## src/rtl/scene_renderer.sv

```systemverilog
// VGA raster generator and 2-stage sprite renderer for the game state.
// Game inputs are snapshotted once per frame, after the last active line, so a frame never tears.
module scene_renderer #(
    parameter int unsigned H_ACTIVE     = 640,
    parameter int unsigned H_FP         = 16,
    parameter int unsigned H_SYNC       = 96,
    parameter int unsigned H_BP         = 48,
    parameter int unsigned V_ACTIVE     = 480,
    parameter int unsigned V_FP         = 10,
    parameter int unsigned V_SYNC       = 2,
    parameter int unsigned V_BP         = 33,
    parameter int unsigned NUM_METEORS  = 6,
    parameter int unsigned SHIP_SZ      = 16,
    parameter int unsigned METEOR_SZ    = 16,
    parameter int unsigned FLASH_FRAMES = 30
) (
    input  logic                   clk,
    input  logic                   reset,
    input  logic                   pix_en,
    input  logic [9:0]             ship_x,
    input  logic [8:0]             ship_y,
    input  logic [9:0]             meteor_x [NUM_METEORS],
    input  logic [8:0]             meteor_y [NUM_METEORS],
    input  logic [NUM_METEORS-1:0] meteor_active,
    input  logic [2:0]             lives,
    input  logic                   game_over,
    input  logic                   collision,
    output logic                   hsync,
    output logic                   vsync,
    output logic                   blank_n,
    output logic [7:0]             vga_r,
    output logic [7:0]             vga_g,
    output logic [7:0]             vga_b,
    output logic                   frame_tick
);

    localparam int unsigned H_TOTAL = H_ACTIVE + H_FP + H_SYNC + H_BP;
    localparam int unsigned V_TOTAL = V_ACTIVE + V_FP + V_SYNC + V_BP;
    localparam int unsigned H_W     = $clog2(H_TOTAL);
    localparam int unsigned V_W     = $clog2(V_TOTAL);
    localparam int unsigned FW_RAW  = $clog2(FLASH_FRAMES + 1);
    // Ship colour tests flash[2], so the counter is never narrower than 3 bits.
    localparam int unsigned FW      = (FW_RAW < 3) ? 3 : FW_RAW;

    localparam logic [10:0] HS_START = 11'(H_ACTIVE + H_FP);
    localparam logic [10:0] HS_END   = 11'(H_ACTIVE + H_FP + H_SYNC);
    localparam logic [10:0] VS_START = 11'(V_ACTIVE + V_FP);
    localparam logic [10:0] VS_END   = 11'(V_ACTIVE + V_FP + V_SYNC);

    logic [H_W-1:0] h;
    logic [V_W-1:0] v;
    logic [10:0]    x, y;
    logic           hsync0, vsync0, active0, snap;

    logic [9:0]             sh_ship_x;
    logic [8:0]             sh_ship_y;
    logic [9:0]             sh_met_x [NUM_METEORS];
    logic [8:0]             sh_met_y [NUM_METEORS];
    logic [NUM_METEORS-1:0] sh_met_act;
    logic [2:0]             sh_lives;
    logic                   sh_game_over;

    logic          ship_c, met_c, hud_c;
    logic          act1, hs1, vs1, ship1, met1, hud1;
    logic [23:0]   rgb_c;
    logic [FW-1:0] flash;
    logic          coll_q;

    // Raster counters
    always_ff @(posedge clk or posedge reset) begin
        if (reset) begin
            h <= '0;
            v <= '0;
        end else if (pix_en) begin
            if (h == H_W'(H_TOTAL - 1)) begin
                h <= '0;
                v <= (v == V_W'(V_TOTAL - 1)) ? '0 : v + 1'b1;
            end else begin
                h <= h + 1'b1;
            end
        end
    end

    always_comb begin
        x       = 11'(h);
        y       = 11'(v);
        hsync0  = !(x >= HS_START && x < HS_END);
        vsync0  = !(y >= VS_START && y < VS_END);
        active0 = (x < 11'(H_ACTIVE)) && (y < 11'(V_ACTIVE));
        snap    = pix_en && (h == H_W'(H_TOTAL - 1)) && (v == V_W'(V_ACTIVE - 1));
    end

    // Shadow copy of the game state, taken after the last active line
    always_ff @(posedge clk or posedge reset) begin
        if (reset) begin
            sh_ship_x    <= '0;
            sh_ship_y    <= '0;
            sh_met_act   <= '0;
            sh_lives     <= '0;
            sh_game_over <= 1'b0;
            for (int i = 0; i < NUM_METEORS; i++) begin
                sh_met_x[i] <= '0;
                sh_met_y[i] <= '0;
            end
        end else if (snap) begin
            sh_ship_x    <= ship_x;
            sh_ship_y    <= ship_y;
            sh_met_act   <= meteor_active;
            sh_lives     <= lives;
            sh_game_over <= game_over;
            for (int i = 0; i < NUM_METEORS; i++) begin
                sh_met_x[i] <= meteor_x[i];
                sh_met_y[i] <= meteor_y[i];
            end
        end
    end

    // 11-bit compares so sprite right/bottom edges never wrap past the 10/9-bit range
    always_comb begin
        ship_c = (x >= {1'b0, sh_ship_x}) && (x < {1'b0, sh_ship_x} + 11'(SHIP_SZ)) &&
                 (y >= {2'b0, sh_ship_y}) && (y < {2'b0, sh_ship_y} + 11'(SHIP_SZ));
        met_c = 1'b0;
        for (int i = 0; i < NUM_METEORS; i++) begin
            if (sh_met_act[i] &&
                (x >= {1'b0, sh_met_x[i]}) && (x < {1'b0, sh_met_x[i]} + 11'(METEOR_SZ)) &&
                (y >= {2'b0, sh_met_y[i]}) && (y < {2'b0, sh_met_y[i]} + 11'(METEOR_SZ))) begin
                met_c = 1'b1;
            end
        end
        hud_c = 1'b0;
        if (y >= 11'd8 && y < 11'd16) begin
            for (int i = 0; i < 7; i++) begin
                if ((3'(i) < sh_lives) && (x >= 11'(8 + 12 * i)) && (x < 11'(16 + 12 * i))) begin
                    hud_c = 1'b1;
                end
            end
        end
    end

    always_ff @(posedge clk or posedge reset) begin
        if (reset) begin
            act1  <= 1'b0;
            hs1   <= 1'b1;
            vs1   <= 1'b1;
            ship1 <= 1'b0;
            met1  <= 1'b0;
            hud1  <= 1'b0;
        end else if (pix_en) begin
            act1  <= active0;
            hs1   <= hsync0;
            vs1   <= vsync0;
            ship1 <= ship_c;
            met1  <= met_c;
            hud1  <= hud_c;
        end
    end

    always_comb begin
        if (!act1) begin
            rgb_c = 24'h000000;
        end else if (hud1) begin
            rgb_c = 24'hFFFF00;
        end else if (ship1 && !sh_game_over) begin
            rgb_c = (flash != '0 && flash[2]) ? 24'hFFFFFF : 24'h00FF00;
        end else if (met1) begin
            rgb_c = 24'h808080;
        end else begin
            rgb_c = sh_game_over ? 24'h400000 : 24'h000020;
        end
    end

    always_ff @(posedge clk or posedge reset) begin
        if (reset) begin
            blank_n <= 1'b0;
            hsync   <= 1'b1;
            vsync   <= 1'b1;
            vga_r   <= '0;
            vga_g   <= '0;
            vga_b   <= '0;
        end else if (pix_en) begin
            blank_n <= act1;
            hsync   <= hs1;
            vsync   <= vs1;
            {vga_r, vga_g, vga_b} <= rgb_c;
        end
    end

    // Runs on every clk: the collision edge must not be missed while pix_en is low
    always_ff @(posedge clk or posedge reset) begin
        if (reset) begin
            frame_tick <= 1'b0;
            coll_q     <= 1'b0;
            flash      <= '0;
        end else begin
            frame_tick <= snap;
            coll_q     <= collision;
            if (collision && !coll_q) begin
                flash <= FW'(FLASH_FRAMES);
            end else if (frame_tick && flash != '0) begin
                flash <= flash - 1'b1;
            end
        end
    end

endmodule
```

## config.mk

```make
export PLATFORM = sky130hd
export DESIGN_NAME = scene_renderer
export DESIGN_NICKNAME = d
export VERILOG_FILES = /design/src/rtl/scene_renderer.sv
export SDC_FILE = /design/constraint.sdc
export NUM_CORES = 1
export LEC_CHECK = 0
export ABC_AREA = 1
export CAP_MARGIN = 20
export CORE_MARGIN = 4
export CORE_UTILIZATION = 62
export DETAILED_ROUTE_END_ITERATION = 10
export PLACE_DENSITY = 0.88
export REMOVE_ABC_BUFFERS = 1
export SLEW_MARGIN = 40
export SYNTH_ARGS = -nofsm -noshare
export SYNTH_HDL_FRONTEND = slang
export SYNTH_SLANG_ARGS = --single-unit
```

## constraint.sdc

```tcl
create_clock -name clk -period 14.1 [get_ports clk]
set_input_delay 1.41 -clock clk [delete_from_list [all_inputs] [get_ports clk]]
set_output_delay 1.41 -clock clk [all_outputs]
set_load 0.02 [all_outputs]
```

# == Word level (Yosys, flattened, before mapping) ==
# Index checks and enable logic that the tools add are counted.
# totals
register_bits,203
inputBits,147
out_inout_bits,28
# op_classes
n_addsub,17
order_cmp,57
eq_ne,3
n_mux,24
reduce_logical,58
# ops
operator,n
$mux 24,5
$add 10x5->11 const B,7
$lt 10x11->1,7
$add 9x5->10 const B,7
$ge 10x10->1,7
$ge 10x9->1,7
$lt 10x10->1,7
$logic_and 1x1->1,51
$ge 10x6->1 const B,3
$lt 10x5->1 const B,3
$lt 10x7->1 const B,3
$mux 23,1
$add 10x1->10 const B,2
$eq 10x10->1 const B,2
$ge 10x4->1 const B,2
$ge 10x7->1 const B,2
$lt 10x10->1 const B,2
$lt 10x6->1 const B,2
$lt 10x9->1 const B,2
$mux 10,2
$mux 1,14
$eq 10x9->1 const B,1
$ge 10x10->1 const B,1
$ge 10x5->1 const B,1
10 further kinds,18

# == Logic depth before layout (Yosys ltp) ==
# depth
depth_word,11
mapped_depth,16
ltp_nobuf,16

# == Least setup slack after synthesis ==
# OpenSTA, ideal clock, no wires.
# synth_timing
kind,in2reg
start,input port pix_en
end,register sh_met_x[48] (netlist bit)
setup_ns,0.122
arrival_ns,2.731
required_time_ns,13.978
slack_ns,11.246
cell_stages,8
path_buffers,3
cell_sequence,buf_2 -> nand2_1 -> nor4_2 -> nand3_1 -> nor3_4 -> buf_4 -> buf_2 -> o21ai_1
# synth_between
elab_chain_cells,2
# synth_lines
element,line_no,rtl
"start, declared",19,"input logic pix_en,"
$logic_and 1x1->1 (2 in series),90,snap = pix_en && (h == H_W'(H_TOTAL - 1)) && (v == V_W'(V_ACTIVE - 1));
"end signal, assigned by index",112,sh_met_x[i] <= meteor_x[i];
"end, declared",57,logic [9:0] sh_met_x [NUM_METEORS];
# No other way between the ends.
# A chain may end at the register's enable or synchronous reset.

# == Worst setup path in the final report ==
# layout_timing
start,input port pix_en
end,register sh_game_over
# layout_between
elab_chain_cells,2
# layout_lines
element,line_no,rtl
$logic_and 1x1->1 (2 in series),90,
"end signal, assigned",110,sh_game_over <= game_over;
"end, declared",61,logic sh_game_over;
# No other way between the ends.

==> flow_summary.json <==
{
  "run_status": "completed",
  "grt_setup_unrepaired": "false",
  "overflow": 0,
  "rows": 55,
  "final_layout_size_suffix_gt1_share_pct": 3.05,
  "worst_hold_path_type": "flop to flop",
  "globalRouteTotalUtil_pct": 28.6,
  "chipWidth_um": 160,
  "setup_viol_count_final": 0,
  "clock-sinks": 187,
  "share_of_the_core_filled_with_cells_pct": 73.9,
  "finalCritPeriodShare_pct": 33.5,
  "ff_latch_area_mm2": 0.00470,
  "setup_tns_ns": 0,
  "power_report.internal_total_uw": 983,
  "grt_max_degree": 81,
  "wl_per_cell_um": 16.1,
  "critical_path_at_ns": 5.10,
  "met3RoutedLength_mm": 2.70,
  "cap_viol_max_count": 0,
  "power.ir.vdd_worst_v": 0.0000704,
  "finalWorstPathRequiredPeriod_ns": 4.72,
  "final_cell_count_no_fill": 2323,
  "postSynthAreaPerCell_um2": 7.63,
  "io_pins": 175,
  "ant_nets": 0,
  "worst_pin_slew_ns": 0.832,
  "cellPowerDensity_mw_per_mm2": 84.8,
  "dpl_cell_area_mm2": 0.0161,
  "n_fill_cell": 1668,
  "post_detailed_placement_half_perimeter_wirelength_mm": 26.9,
  "area_of_the_core_mm2": 0.0227,
  "route.met2.wl_mm": 18.5,
  "yosysWarnings": 0,
  "drc": 0,
  "timing.critical_path.to_type": "flop",
  "postSynthRegisterBits": 187,
  "drtIter0Drc": 978,
  "routed_wl_mm": 37.3,
  "synthFlopType": "dfrtp_1",
  "max-clock-path-buffers": 2,
  "layout.nets": 2409,
  "hold_violations": 0,
  "sw_frac_of_total_pct": 31.0,
  "gp_congestion": 0.877,
  "skew_ns": 0.0110,
  "clockPowerShare_pct": 37.0,
  "setup.worst_path.class": "primary input to flop",
  "power.leakage_uw": 0.00886,
  "yosys.cell_types.count": 44,
  "hold_buffers": 0,
  "synth_enable_flop_cells": 0,
  "postSynthCellCount": 1878,
  "clk-insertion-delay-late_ns": 0.46,
  "netlist_area_mm2": 0.0143,
  "syn_to_final_growth_pct": 17.2,
  "wl_met1_mm": 15.0,
  "number_of_instances_resized_during_post_cts_repair": 0,
  "cp_max_fo": 71,
  "synth-seq-area-share_pct": 32.7,
  "post-cts-setup-buffer-count": 0,
  "num_vias": 13200,
  "die_y_um": 160,
  "async_flop_share_pct": 100,
  "drt_first_pass_iters": 9,
  "p_comb_share_pct": 20.3,
  "max_slew_margin_pct": 44.5,
  "drt-vias-per-instance": 5.68,
  "pwr-share-seq_pct": 42.8,
  "clk_pin_slew_ns": 0.07,
  "slew_violations": 0,
  "cts_root_buf": "clkbuf_16",
  "place_worst_setup_slack_ns": 8.82,
  "antenna_found_initial": 2,
  "final_critical_path_setup_slack_ns": 9.38,
  "tritoncts_clock_tree": "built",
  "route.top_layer_used": "met4",
  "placed_cells_incl_taps": 2290,
  "postLayoutCellArea_mm2": 0.0168,
  "timing.critical_path.from_type": "primary input",
  "dieArea_mm2": 0.0256,
  "htreeDepth": 4,
  "wire_length_of_the_first_global_routing_pass_mm": 60.7,
  "area_used_by_multi_input_combinational_logic_mm2": 0.00828,
  "critPathRequiredTime_ns": 14.47,
  "cts_inserted_buffers": 17,
  "io_buffer_count": 174,
  "start_util_pct": 63.1,
  "via_count_of_the_first_global_routing_pass": 13300,
  "switching_power_uw": 441,
  "timing.fmax_mhz": 212
}
==> final cells by class <==
cell class                      instances  area share [%]
Tap cell                              285            2.12
Multi-Input combinational cell       1368            49.3
Clock inverter                         13            1.15
Clock buffer                           18            2.62
Sequential cell                       187            28.0
Timing Repair Buffer                  182            10.8
Inverter                              268            6.02
Antenna cell                            2          0.0298
==> logic make-up after synthesis <==
logic type	count (synthesis)	synth area share (%)
XOR/XNOR	53	3.24
AO/OA/AOI/OAI	299	11.3
flip-flops	187	32.7
adder cells (fa/ha/maj)	238	20.8
AND/OR/NAND/NOR	778	22.3
buffers and inverters	323	9.58
==> path summary, 6_finish.rpt <==
kind / from / endpoint / slack, ns / cells after the start
worst max-delay path: pix_en / sh_game_over / 9.38 / 9
worst min-delay path: hs1 / hsync / 0.47 / 2
worst max register to register: h[1] / sh_game_over / 10.36 / 9
worst min register to register: hs1 / hsync / 0.47 / 2
max in group asynchronous: reset / h[4] / 11.64 / 3
min in group asynchronous: reset / sh_met_y[50] / 1.37 / 2
==> cell usage in the layout (no fill, tap or decap), types with 15 or more instances in the layout <==
master,n
nand2_1,482
nor2_1,146
dfrtp_1,174
o21ai_0,46
ha_1,238
xor2_1,35
inv_1,264
o21ai_1,115
clkdlybuf4s50_1,174
nand3_1,84
clkbuf_16,17
xnor2_1,18
a21oi_1,90
nor3_1,15
nand4_1,23
==> through the flow <==
| step | hold WS, ns | power, µW |
|---|---|---|
| floorplan | 0.444 | 776 |
| global placement | 0.457 | 880 |
| detailed placement | 0.456 | 895 |
| CTS | 0.471 | 1420 |
| global route | 0.491 | 1480 |
| finish | 0.473 | 1420 |
==> registers in the layout (all words and copies together), names as in the netlist, 2 cells and up <==
| register | cells |
|---|---|
| sh_met_x | 60 |
| sh_met_y | 54 |
| h | 10 |
| sh_ship_x | 10 |
| v | 10 |
| sh_ship_y | 9 |
| sh_met_act | 6 |
| flash | 5 |
| sh_lives | 3 |
| vga_b | 3 |
| vga_r | 3 |
| vga_g | 2 |
==> per-layer routing <==
metal,vias up,global-route usage [%]
li1,6410,-
met1,6160,34.4
met2,499,51.3
met3,115,5.19
met4,0,10.4
met5,-,0
==> worst max-delay path, stage by stage <==
cell and delay (ns):
clkdlybuf4s50_1 0.87, nand2_1 0.23, nor4_4 0.57, nand3_1 0.25
nor3_4 0.18, buf_4 0.55, buf_4 0.68, nand2_1 0.16
o21ai_1 0.13
==> power groups by stage <==
stage / logic (µW) / clock network, µW / registers (µW)
after floorplan: 185 / 0 / 591
after global placement: 266 / 0 / 614
after detailed placement: 281 / 0 / 615
after CTS: 285 / 526 / 605
after global routing: 325 / 547 / 609
final: 288 / 526 / 609
==> cell usage after synthesis (2+ instances only) <==
| cell type | number | share of area (%) |
|---|---|---|
| nand2_1 | 482 | 13 |
| inv_1 | 265 | 6.9 |
| ha_1 | 238 | 21 |
| dfrtp_1 | 183 | 32 |
| nor2_1 | 146 | 3.8 |
| o21ai_1 | 115 | 4.0 |
| a21oi_1 | 90 | 3.1 |
| nand3_1 | 85 | 3.0 |
| o21ai_0 | 46 | 1.6 |
| buf_4 | 35 | 1.8 |
| xor2_1 | 35 | 2.1 |
| nand4_1 | 23 | 1.0 |
| xnor2_1 | 18 | 1.1 |
| nor3_1 | 15 | 0.52 |
| buf_2 | 11 | 0.38 |
| a21o_1 | 9 | 0.47 |
| nor4_1 | 9 | 0.39 |
| o21a_1 | 9 | 0.47 |
| nand3b_1 | 8 | 0.42 |
| clkbuf_1 | 7 | 0.18 |
| o21bai_1 | 7 | 0.37 |
| o211ai_1 | 5 | 0.26 |
| a211oi_1 | 4 | 0.21 |
| dfstp_2 | 4 | 0.73 |
| or2_2 | 3 | 0.13 |
| a21boi_0 | 2 | 0.10 |
| a31oi_1 | 2 | 0.087 |
| buf_6 | 2 | 0.16 |
| inv_2 | 2 | 0.052 |
| nor3b_1 | 2 | 0.10 |
| o2111ai_1 | 2 | 0.12 |
| o311ai_0 | 2 | 0.12 |
No activity file was read; power rests on OpenSTA's default activity.
